<file path="src/rtl/cpu_pkg.sv">
// Shared definitions for the CPU front end: fetch FSM encoding,
// the instruction-buffer entry layout and fixed constants.
package cpu_pkg;

    // Fetch FSM encoding, kept as plain constants for legacy tools
    localparam logic [1:0] S_IDLE = 2'd0;
    localparam logic [1:0] S_REQ  = 2'd1;
    localparam logic [1:0] S_WAIT = 2'd2;

    localparam logic [31:0] NOP    = 32'h0000_0000;
    localparam logic [31:0] PC_INC = 32'd4;

    // One buffered fetch result: the word and the address it came from
    typedef struct packed {
        logic [31:0] inst;
        logic [31:0] pc;
    } fetch_entry_t;

endpackage

</file>
<file path="src/rtl/if_fetch_unit_if.sv">
// Instruction-memory bus: request channel with valid/ready and an
// in-order response channel with a valid strobe only.
interface if_fetch_unit_if;

    logic        imem_req_valid;
    logic        imem_req_ready;
    logic [31:0] imem_req_addr;
    logic        imem_resp_valid;
    logic [31:0] imem_resp_data;

    modport master (
        output imem_req_valid,
        output imem_req_addr,
        input  imem_req_ready,
        input  imem_resp_valid,
        input  imem_resp_data
    );

    modport slave (
        input  imem_req_valid,
        input  imem_req_addr,
        output imem_req_ready,
        output imem_resp_valid,
        output imem_resp_data
    );

endinterface

</file>
<file path="src/rtl/if_fetch_unit_fifo.sv">
// Small instruction buffer between the fetch FSM and IF/ID.
// Flush wins over a same-cycle push; a push into a full buffer is
// accepted only when a pop frees the slot in the same cycle.
module if_fetch_fifo
    import cpu_pkg::*;
#(
    parameter int DEPTH = 2,
    localparam int AW = $clog2(DEPTH),
    localparam int CW = AW + 1
) (
    input  logic         clk,
    input  logic         rst_n,
    input  logic         push,
    input  logic         pop,
    input  logic         flush,
    input  fetch_entry_t wr_data,
    output fetch_entry_t rd_data,
    output logic         full,
    output logic         empty,
    output logic [CW-1:0] count
);

    fetch_entry_t mem [DEPTH];
    logic [AW-1:0] rd_ptr;
    logic [AW-1:0] wr_ptr;
    logic          pop_ok;
    logic          push_ok;

    assign empty   = (count == '0);
    assign full    = (count == CW'(DEPTH));
    assign pop_ok  = pop && !empty && !flush;
    assign push_ok = push && !flush && (!full || pop_ok);
    assign rd_data = mem[rd_ptr];

    // Pointer and occupancy bookkeeping; flush empties the buffer
    always_ff @(posedge clk) begin
        if (!rst_n || flush) begin
            rd_ptr <= '0;
            wr_ptr <= '0;
            count  <= '0;
        end else begin
            if (push_ok) wr_ptr <= wr_ptr + AW'(1);
            if (pop_ok)  rd_ptr <= rd_ptr + AW'(1);
            count <= count + CW'(push_ok) - CW'(pop_ok);
        end
    end

    // Entry storage, written only on an accepted push
    always_ff @(posedge clk) begin
        if (rst_n && push_ok) mem[wr_ptr] <= wr_data;
    end

endmodule

</file>
<file path="src/rtl/if_fetch_unit.sv">
// Instruction-fetch front end: owns the PC, keeps at most one request
// outstanding to instruction memory, buffers returned words and hands
// the oldest one to IF/ID. Redirects flush the buffer and drop the
// response of any request that was already committed to the bus.
module if_fetch_unit
    import cpu_pkg::*;
#(
    parameter logic [31:0] RESET_PC = 32'h0000_0000,
    parameter int          DEPTH    = 2
) (
    input  logic                  clk,
    input  logic                  rst_n,
    if_fetch_unit_if.master       imem,
    input  logic                  id_stall,
    input  logic                  redirect_valid,
    input  logic [31:0]           redirect_pc,
    output logic                  inst_valid,
    output logic [31:0]           inst,
    output logic [31:0]           inst_pc,
    output logic [31:0]           inst_pc_plus4
);

    localparam int CW = $clog2(DEPTH) + 1;

    logic [1:0]   state, state_next;
    logic [31:0]  pc, pc_next;
    logic [31:0]  req_addr, req_addr_next;
    logic         discard, discard_next;

    logic [CW-1:0] count, count_after;
    logic          empty, full;
    logic          push, pop, handshake, resp;
    fetch_entry_t  head, wr_entry;

    assign handshake = (state == S_REQ) && imem.imem_req_ready;
    assign resp      = (state == S_WAIT) && imem.imem_resp_valid;
    assign pop       = !empty && !id_stall && !redirect_valid;
    assign push      = resp && !discard && !redirect_valid;
    assign wr_entry  = '{inst: imem.imem_resp_data, pc: req_addr};

    // Occupancy once this cycle's push/pop/flush has taken effect
    assign count_after = redirect_valid ? '0
                       : count + CW'(push) - CW'(pop);

    if_fetch_fifo #(.DEPTH(DEPTH)) u_fifo (
        .clk     (clk),
        .rst_n   (rst_n),
        .push    (push),
        .pop     (pop),
        .flush   (redirect_valid),
        .wr_data (wr_entry),
        .rd_data (head),
        .full    (full),
        .empty   (empty),
        .count   (count)
    );

    // Next-state, PC and discard decisions for the fetch FSM
    always_comb begin
        state_next    = state;
        pc_next       = pc;
        req_addr_next = req_addr;
        discard_next  = discard;
        if (redirect_valid) pc_next = redirect_pc;
        case (state)
            S_IDLE: begin
                if (!redirect_valid && !full) begin
                    state_next    = S_REQ;
                    req_addr_next = pc;
                end
            end
            S_REQ: begin
                if (redirect_valid) discard_next = 1'b1;
                if (handshake) begin
                    state_next = S_WAIT;
                    if (!redirect_valid && !discard) pc_next = pc + PC_INC;
                end
            end
            S_WAIT: begin
                if (resp) begin
                    discard_next = 1'b0;
                    if (count_after < CW'(DEPTH)) begin
                        state_next    = S_REQ;
                        req_addr_next = redirect_valid ? redirect_pc : pc;
                    end else begin
                        state_next = S_IDLE;
                    end
                end else if (redirect_valid) begin
                    discard_next = 1'b1;
                end
            end
            default: state_next = S_IDLE;
        endcase
    end

    // FSM and PC registers with synchronous reset
    always_ff @(posedge clk) begin
        if (!rst_n) begin
            state    <= S_IDLE;
            pc       <= RESET_PC;
            req_addr <= RESET_PC;
            discard  <= 1'b0;
        end else begin
            state    <= state_next;
            pc       <= pc_next;
            req_addr <= req_addr_next;
            discard  <= discard_next;
        end
    end

    assign imem.imem_req_valid = (state == S_REQ);
    assign imem.imem_req_addr  = req_addr;

    assign inst_valid    = !empty;
    assign inst          = empty ? NOP   : head.inst;
    assign inst_pc       = empty ? 32'h0 : head.pc;
    assign inst_pc_plus4 = empty ? 32'h0 : head.pc + PC_INC;

endmodule

</file>
<file path="src/flat_wrapper.sv">
// flat-port wrapper written by rule: the top's interface ports become plain ports
module if_fetch_unit_flat import cpu_pkg::*;
#(
    parameter logic [31:0] RESET_PC = 32'h0000_0000,
    parameter int          DEPTH    = 2
)
  (clk, rst_n, id_stall, redirect_valid, redirect_pc, inst_valid, inst, inst_pc, inst_pc_plus4, imem_imem_req_valid, imem_imem_req_addr, imem_imem_req_ready, imem_imem_resp_valid, imem_imem_resp_data);
  if_fetch_unit_if imem_i ();
  input  logic clk;
  input  logic rst_n;
  input  logic id_stall;
  input  logic redirect_valid;
  input  logic [31:0] redirect_pc;
  output logic inst_valid;
  output logic [31:0] inst;
  output logic [31:0] inst_pc;
  output logic [31:0] inst_pc_plus4;
  output wire logic [$bits(imem_i.imem_req_valid)-1:0] imem_imem_req_valid;
  output wire logic [$bits(imem_i.imem_req_addr)-1:0] imem_imem_req_addr;
  input wire logic [$bits(imem_i.imem_req_ready)-1:0] imem_imem_req_ready;
  input wire logic [$bits(imem_i.imem_resp_valid)-1:0] imem_imem_resp_valid;
  input wire logic [$bits(imem_i.imem_resp_data)-1:0] imem_imem_resp_data;
  assign imem_imem_req_valid = imem_i.imem_req_valid;
  assign imem_imem_req_addr = imem_i.imem_req_addr;
  assign imem_i.imem_req_ready = imem_imem_req_ready;
  assign imem_i.imem_resp_valid = imem_imem_resp_valid;
  assign imem_i.imem_resp_data = imem_imem_resp_data;
  if_fetch_unit #(.RESET_PC(RESET_PC), .DEPTH(DEPTH)) u_core (.clk(clk), .rst_n(rst_n), .imem(imem_i), .id_stall(id_stall), .redirect_valid(redirect_valid), .redirect_pc(redirect_pc), .inst_valid(inst_valid), .inst(inst), .inst_pc(inst_pc), .inst_pc_plus4(inst_pc_plus4));
endmodule
</file>
<file path="config.mk">
export PLATFORM = sky130hd
export DESIGN_NAME = if_fetch_unit_flat
export DESIGN_NICKNAME = d
export VERILOG_FILES = /design/src/rtl/cpu_pkg.sv /design/src/rtl/if_fetch_unit_if.sv /design/src/rtl/if_fetch_unit_fifo.sv /design/src/rtl/if_fetch_unit.sv /design/src/flat_wrapper.sv
export SDC_FILE = /design/constraint.sdc
export NUM_CORES = 1
export LEC_CHECK = 0
export CORE_MARGIN = 3
export CORE_UTILIZATION = 25
export DETAILED_ROUTE_END_ITERATION = 10
export GPL_ROUTABILITY_DRIVEN = 0
export PLACE_DENSITY = 0.5
export SETUP_SLACK_MARGIN = 0.1
export SYNTH_ARGS = -nofsm -noshare
export SYNTH_HDL_FRONTEND = slang
export SYNTH_SLANG_ARGS = --single-unit
</file>
<file path="constraint.sdc">
create_clock -name clk -period 6.2 [get_ports clk]
set_input_delay 1.24 -clock clk [delete_from_list [all_inputs] [get_ports clk]]
set_output_delay 1.24 -clock clk [all_outputs]
set_load 0.05 [all_outputs]
</file>
# After elaboration in Yosys (flattened, before gate mapping)
# Memory sizes are Yosys's and may differ from the RTL's. A register that Yosys moved wholly into a read port is not among the register bits.
# Cells that the tools add are included.
# op_classes
eq_ne	7
mux	24
div_mod_pow	0
bitwise_logic	0
order_cmp	1
multipliers	0
n_shift	0
reduce_logical	27
add_sub_neg	8
# op_table
cell	count
2-to-1 mux 32 bit	10
adder 32 x 3 -> 32 bit, second input constant	2
case mux 32 bit (2 select lines)	1
logical AND 1 bit	13
2-to-1 mux 2 bit	4
2-to-1 mux 1 bit	7
logical NOT 1 bit	6
inequality test 2 x 1 -> 1 bit, second input constant	3
case mux 2 bit (3 select lines)	1
adder 2 x 1 -> 2 bit	2
equality test 2 bit, second input constant	2
logical NOT 2 bit	2
AND reduction 4 bit	1
nonzero test 2 bit	2
subtractor 2 x 1 -> 2 bit	2
AND reduction 3 bit	1
adder 1 bit, second input constant	2
equality test 2 x 1 -> 1 bit, second input constant	1
logical OR 1 bit	2
less-than comparator 2 bit, second input constant	1
inequality test 2 bit, second input constant	1
case mux 1 bit (2 select lines)	1
# word_totals
ff_bits	71
in_bits	70
romBits	0
latch_bits	0
word_cells	75
output_inout_bits	130
ramBits	128
n_memories	1
# mem_list
memory	words	width	read_ports	rd_clocked_by_memory_dff	write_ports	line_no	text
u_core.u_fifo.mem	2	64	1	1	1	if_fetch_unit_fifo.sv:23	fetch_entry_t mem [DEPTH];

# Logic depth before layout (Yosys ltp)
# logic_depth
depth_word	11
mapped_depth	12
mapped_depth_nobuf	10

# Hierarchy
# From an unflattened synthesis, not the netlist that was laid out.
# hier_totals
cells_unflattened	883
area_unflattened_um2	9705.6
# modules_own_cells
module	area_per_inst_um2	cells_per_inst	seq_area_each_um2	instances
if_fetch_fifo	4954.8	237	3943.8	1
if_fetch_unit	4750.8	646	1341.3	1

# Least setup slack after synthesis
# No wires, ideal clock.
# synth_path
kind	input to register
startpoint	input port imem_imem_resp_valid
endpoint	memory u_core.u_fifo.mem[0][0] (netlist bit), enable pin
arrival_time_ns	4.546
path_stages	4
setup_time_ns	0.486
n_path_buf	0
required_ns	5.714
slack_ns	1.168
path_cell_list	nand2_1 -> a2111oi_2 -> nand2_1 -> nor2_1
# synth_between
elab_chain_len	8
# synth_rtl
item	line_no	text
start, declared	flat_wrapper.sv:21	input wire logic [$bits(imem_i.imem_resp_valid)-1:0] imem_imem_resp_valid;
logical AND 1 bit	if_fetch_unit.sv:36	assign resp = (state == S_WAIT) && imem.imem_resp_valid;
logical AND 1 bit (2 in series)	if_fetch_unit.sv:38	assign push = resp && !discard && !redirect_valid;
logical AND 1 bit (2 in series)	if_fetch_unit_fifo.sv:32	assign push_ok = push && !flush && (!full || pop_ok);
logical AND 1 bit	if_fetch_unit_fifo.sv:50	if (rst_n && push_ok) mem[wr_ptr] <= wr_data;
2-to-1 mux 1 bit	if_fetch_unit_fifo.sv:50	
2-to-1 mux 1 bit (not written as such)	if_fetch_unit_fifo.sv:50	
end, declared	if_fetch_unit_fifo.sv:23	
# Every way passes these cells.

==> impl_metrics.ini <==
[yosys]
synthCells = 829
syn_area_per_cell_um2 = 11.51
synth.distinct_cells = 60
yosysWarnings = 0
synth_enable_flop_cells = 128
syn_area_um2 = 9545
ys_seq_area_share_pct = 55.37
syn-num-nets = 907
synth-main-ff-cell = edfxtp_1
async_reset_ff_share_pct = 0
synth_seq_cells = 200

[worst_hold_path]
hold_path.class = reg -> reg
hp-start = u_core.pc[31]

[global_route]
grt_max_degree = 65
grt_first_pass_wirelength_mm = 43.60
grt_usage_pct = 13.97
grt_use_met1_pct = 21.06
overflow = 0
antenna_found_initial = 0
met2_usage_pct = 20.17
use_met3_pct = 3.608
busiest_layer = met1
grt_pass1_vias = 6920

[placement]
numPortBuffers = 199
dp_cells = 1493
place_ws_ps = 1006
place_hpwl_mm = 21.23

[floorplanning]
num_rows = 70
io_pins = 200
initial_core_util_pct = 25.70
die_area_um2 = 40560
die-width_um = 201.4
die_h_um = 201.4
coreArea_um2 = 37140

[timing]
fin_ws_ps = 619.7
rsz0062_at_grt = no
slew_headroom_pct = 33.50
skew_ps = 14.82
period_share_pct = 90.01
finalSetupTns_ps = 0
setup_viol = 0
finalHoldViolCount = 0
post-route-min-period_ps = 5580
fmax_ghz = 0.1792
slew_violations = 0
worst_pin_slew_ps = 995.2

[route]
drt_iter0_drc = 371
vias = 7067
ant_nets = 0
routedWlPerCell_um = 18.80
viasPerCell = 4.634
drc = 0
finalWirelength_mm = 28.68
first_pass_iters = 5

[setup_path]
crit_type = reg -> out
start_kind = register
r2r_start = u_core.u_fifo.count[1]
arrival_ps = 4340
critical_path_required_ps = 4960
worstPathMaxFanout = 43
endpoint_kind = primary output

[cells_and_area]
fin_nets = 1086
diodes = 0
final_cell_mix = clkdlybuf4s50_1, edfxtp_1, mux2i_1
stdcell_count = 1525
area_growth_pct = 32.14
drive_gt1_share_pct = 7.248
final_common_cell = clkdlybuf4s50_1

[power_and_ir_drop]
vdd_drop_max_uv = 201.0
power_per_cell_area_nw_per_um2 = 286.2
p_leak_nw = 4.620

[flow_run]
cap_violations = 0

[clock_tree]
clk_latency_ps = 450
post-cts-setup-buffers = 0
cts_sinks = 200
path_clk_slew_ps = 80
cts_tree = yes
hold_buffers = 0
cts_resized = 0
clk_path_buf_depth = 2
htree_levels = 4
cts_buffers = 17
cts-root-buf = clkbuf_16

[outcome]
status = finished, final reports clean
==> stage by stage <==
| stage | cell area [um^2] | power [mW] | utilization, % | hold WS (ps) |
|---|---|---|---|---|
| 2_1_floorplan | 9545 | 2.196 | - | 469.4 |
| 3_3_place_gp | 12040 | 2.546 | 32.43 | 478.8 |
| 3_5_place_dp | 12040 | 2.553 | 32.43 | 493.8 |
| 4_1_cts | 12610 | 3.663 | 33.97 | 505.4 |
| 5_1_grt | 12610 | 3.779 | 33.97 | 522.3 |
| 6_report | 12610 | 3.611 | 33.97 | 504.0 |
==> routing by layer <==
layer,up-vias,part of all wire (%)
met5,-,0
li1,3437,-
met3,18,6.0
met1,3387,52
met2,225,41
met4,0,0.91
==> sequential cells by signal, summed over array words and instances, names as in the netlist, named ones only <==
signal	count
u_core.discard	1
u_core.imem.imem_req_addr	32
u_core.pc	32
u_core.state	2
u_core.u_fifo.count	2
u_core.u_fifo.mem	128
u_core.u_fifo.rd_ptr	1
u_core.u_fifo.wr_ptr	1
==> worst paths after layout <==
kind | endpoint | slack [ps] | cells past startpoint
setup / recovery | inst_pc_plus4[28] | 620 | 7
hold reg to reg | u_core.pc[31] | 500 | 2
hold / removal | u_core.pc[31] | 500 | 2
setup reg to reg | u_core.imem.imem_req_addr[2] | 2610 | 10
==> cell type report <==
class,instances,area (um^2)
tap,504,630.6
clock inverter,13,136.4
fill,3791,24520
clock buffer,19,432.9
multi-input combinational,564,3971
sequential,200,5289
inverter,11,41.29
timing repair buffer,214,2112
==> critical path: stages (launching register included) <==
cell and delay, ps:
dfxtp_4 640, buf_4 610, nand4_1 320, a21oi_4 300, nand3_1 400, or3_1 470
a21oi_1 270, clkdlybuf4s50_1 860
==> power by group <==
part	total (mW)	internal, mW	switching, mW
registers	1.68	1.54	0.136
clock network	1.10	0.567	0.530
logic	0.833	0.296	0.536
==> logic make-up (layout without fill, tap and decap cells) <==
logic type	count (synthesis)	count (layout)	synth area share (%)
compound gates	143	143	10.91
mux	99	99	10.42
fa+ha+maj	8	8	1.049
buf+inv	65	257	3.356
flops	200	200	55.37
simple gates	271	271	14.96
xor+xnor	43	43	3.945
==> cells in the mapped netlist, types with 5 or more instances <==
cell type    n  area share [%]
edfxtp_1   128              40
mux2i_1     96              10
nor2_1      90             3.5
dfxtp_1     72              15
nand3_1     55             2.9
nand2_1     47             1.8
o21ai_0     40             2.1
o211a_1     38             4.0
a21oi_1     28             1.5
clkbuf_1    27             1.1
xor2_1      22             2.0
xnor2_1     21             1.9
nand4_1     19             1.2
buf_2       12            0.63
inv_1       10            0.39
and3_1       8            0.52
buf_4        8            0.63
ha_1         8             1.0
o31ai_1      8            0.63
a31oi_1      7            0.46
and2_1       7            0.46
and4_1       5            0.46
or3_1        5            0.33
Note: power is estimated with default switching activity, not from simulation.
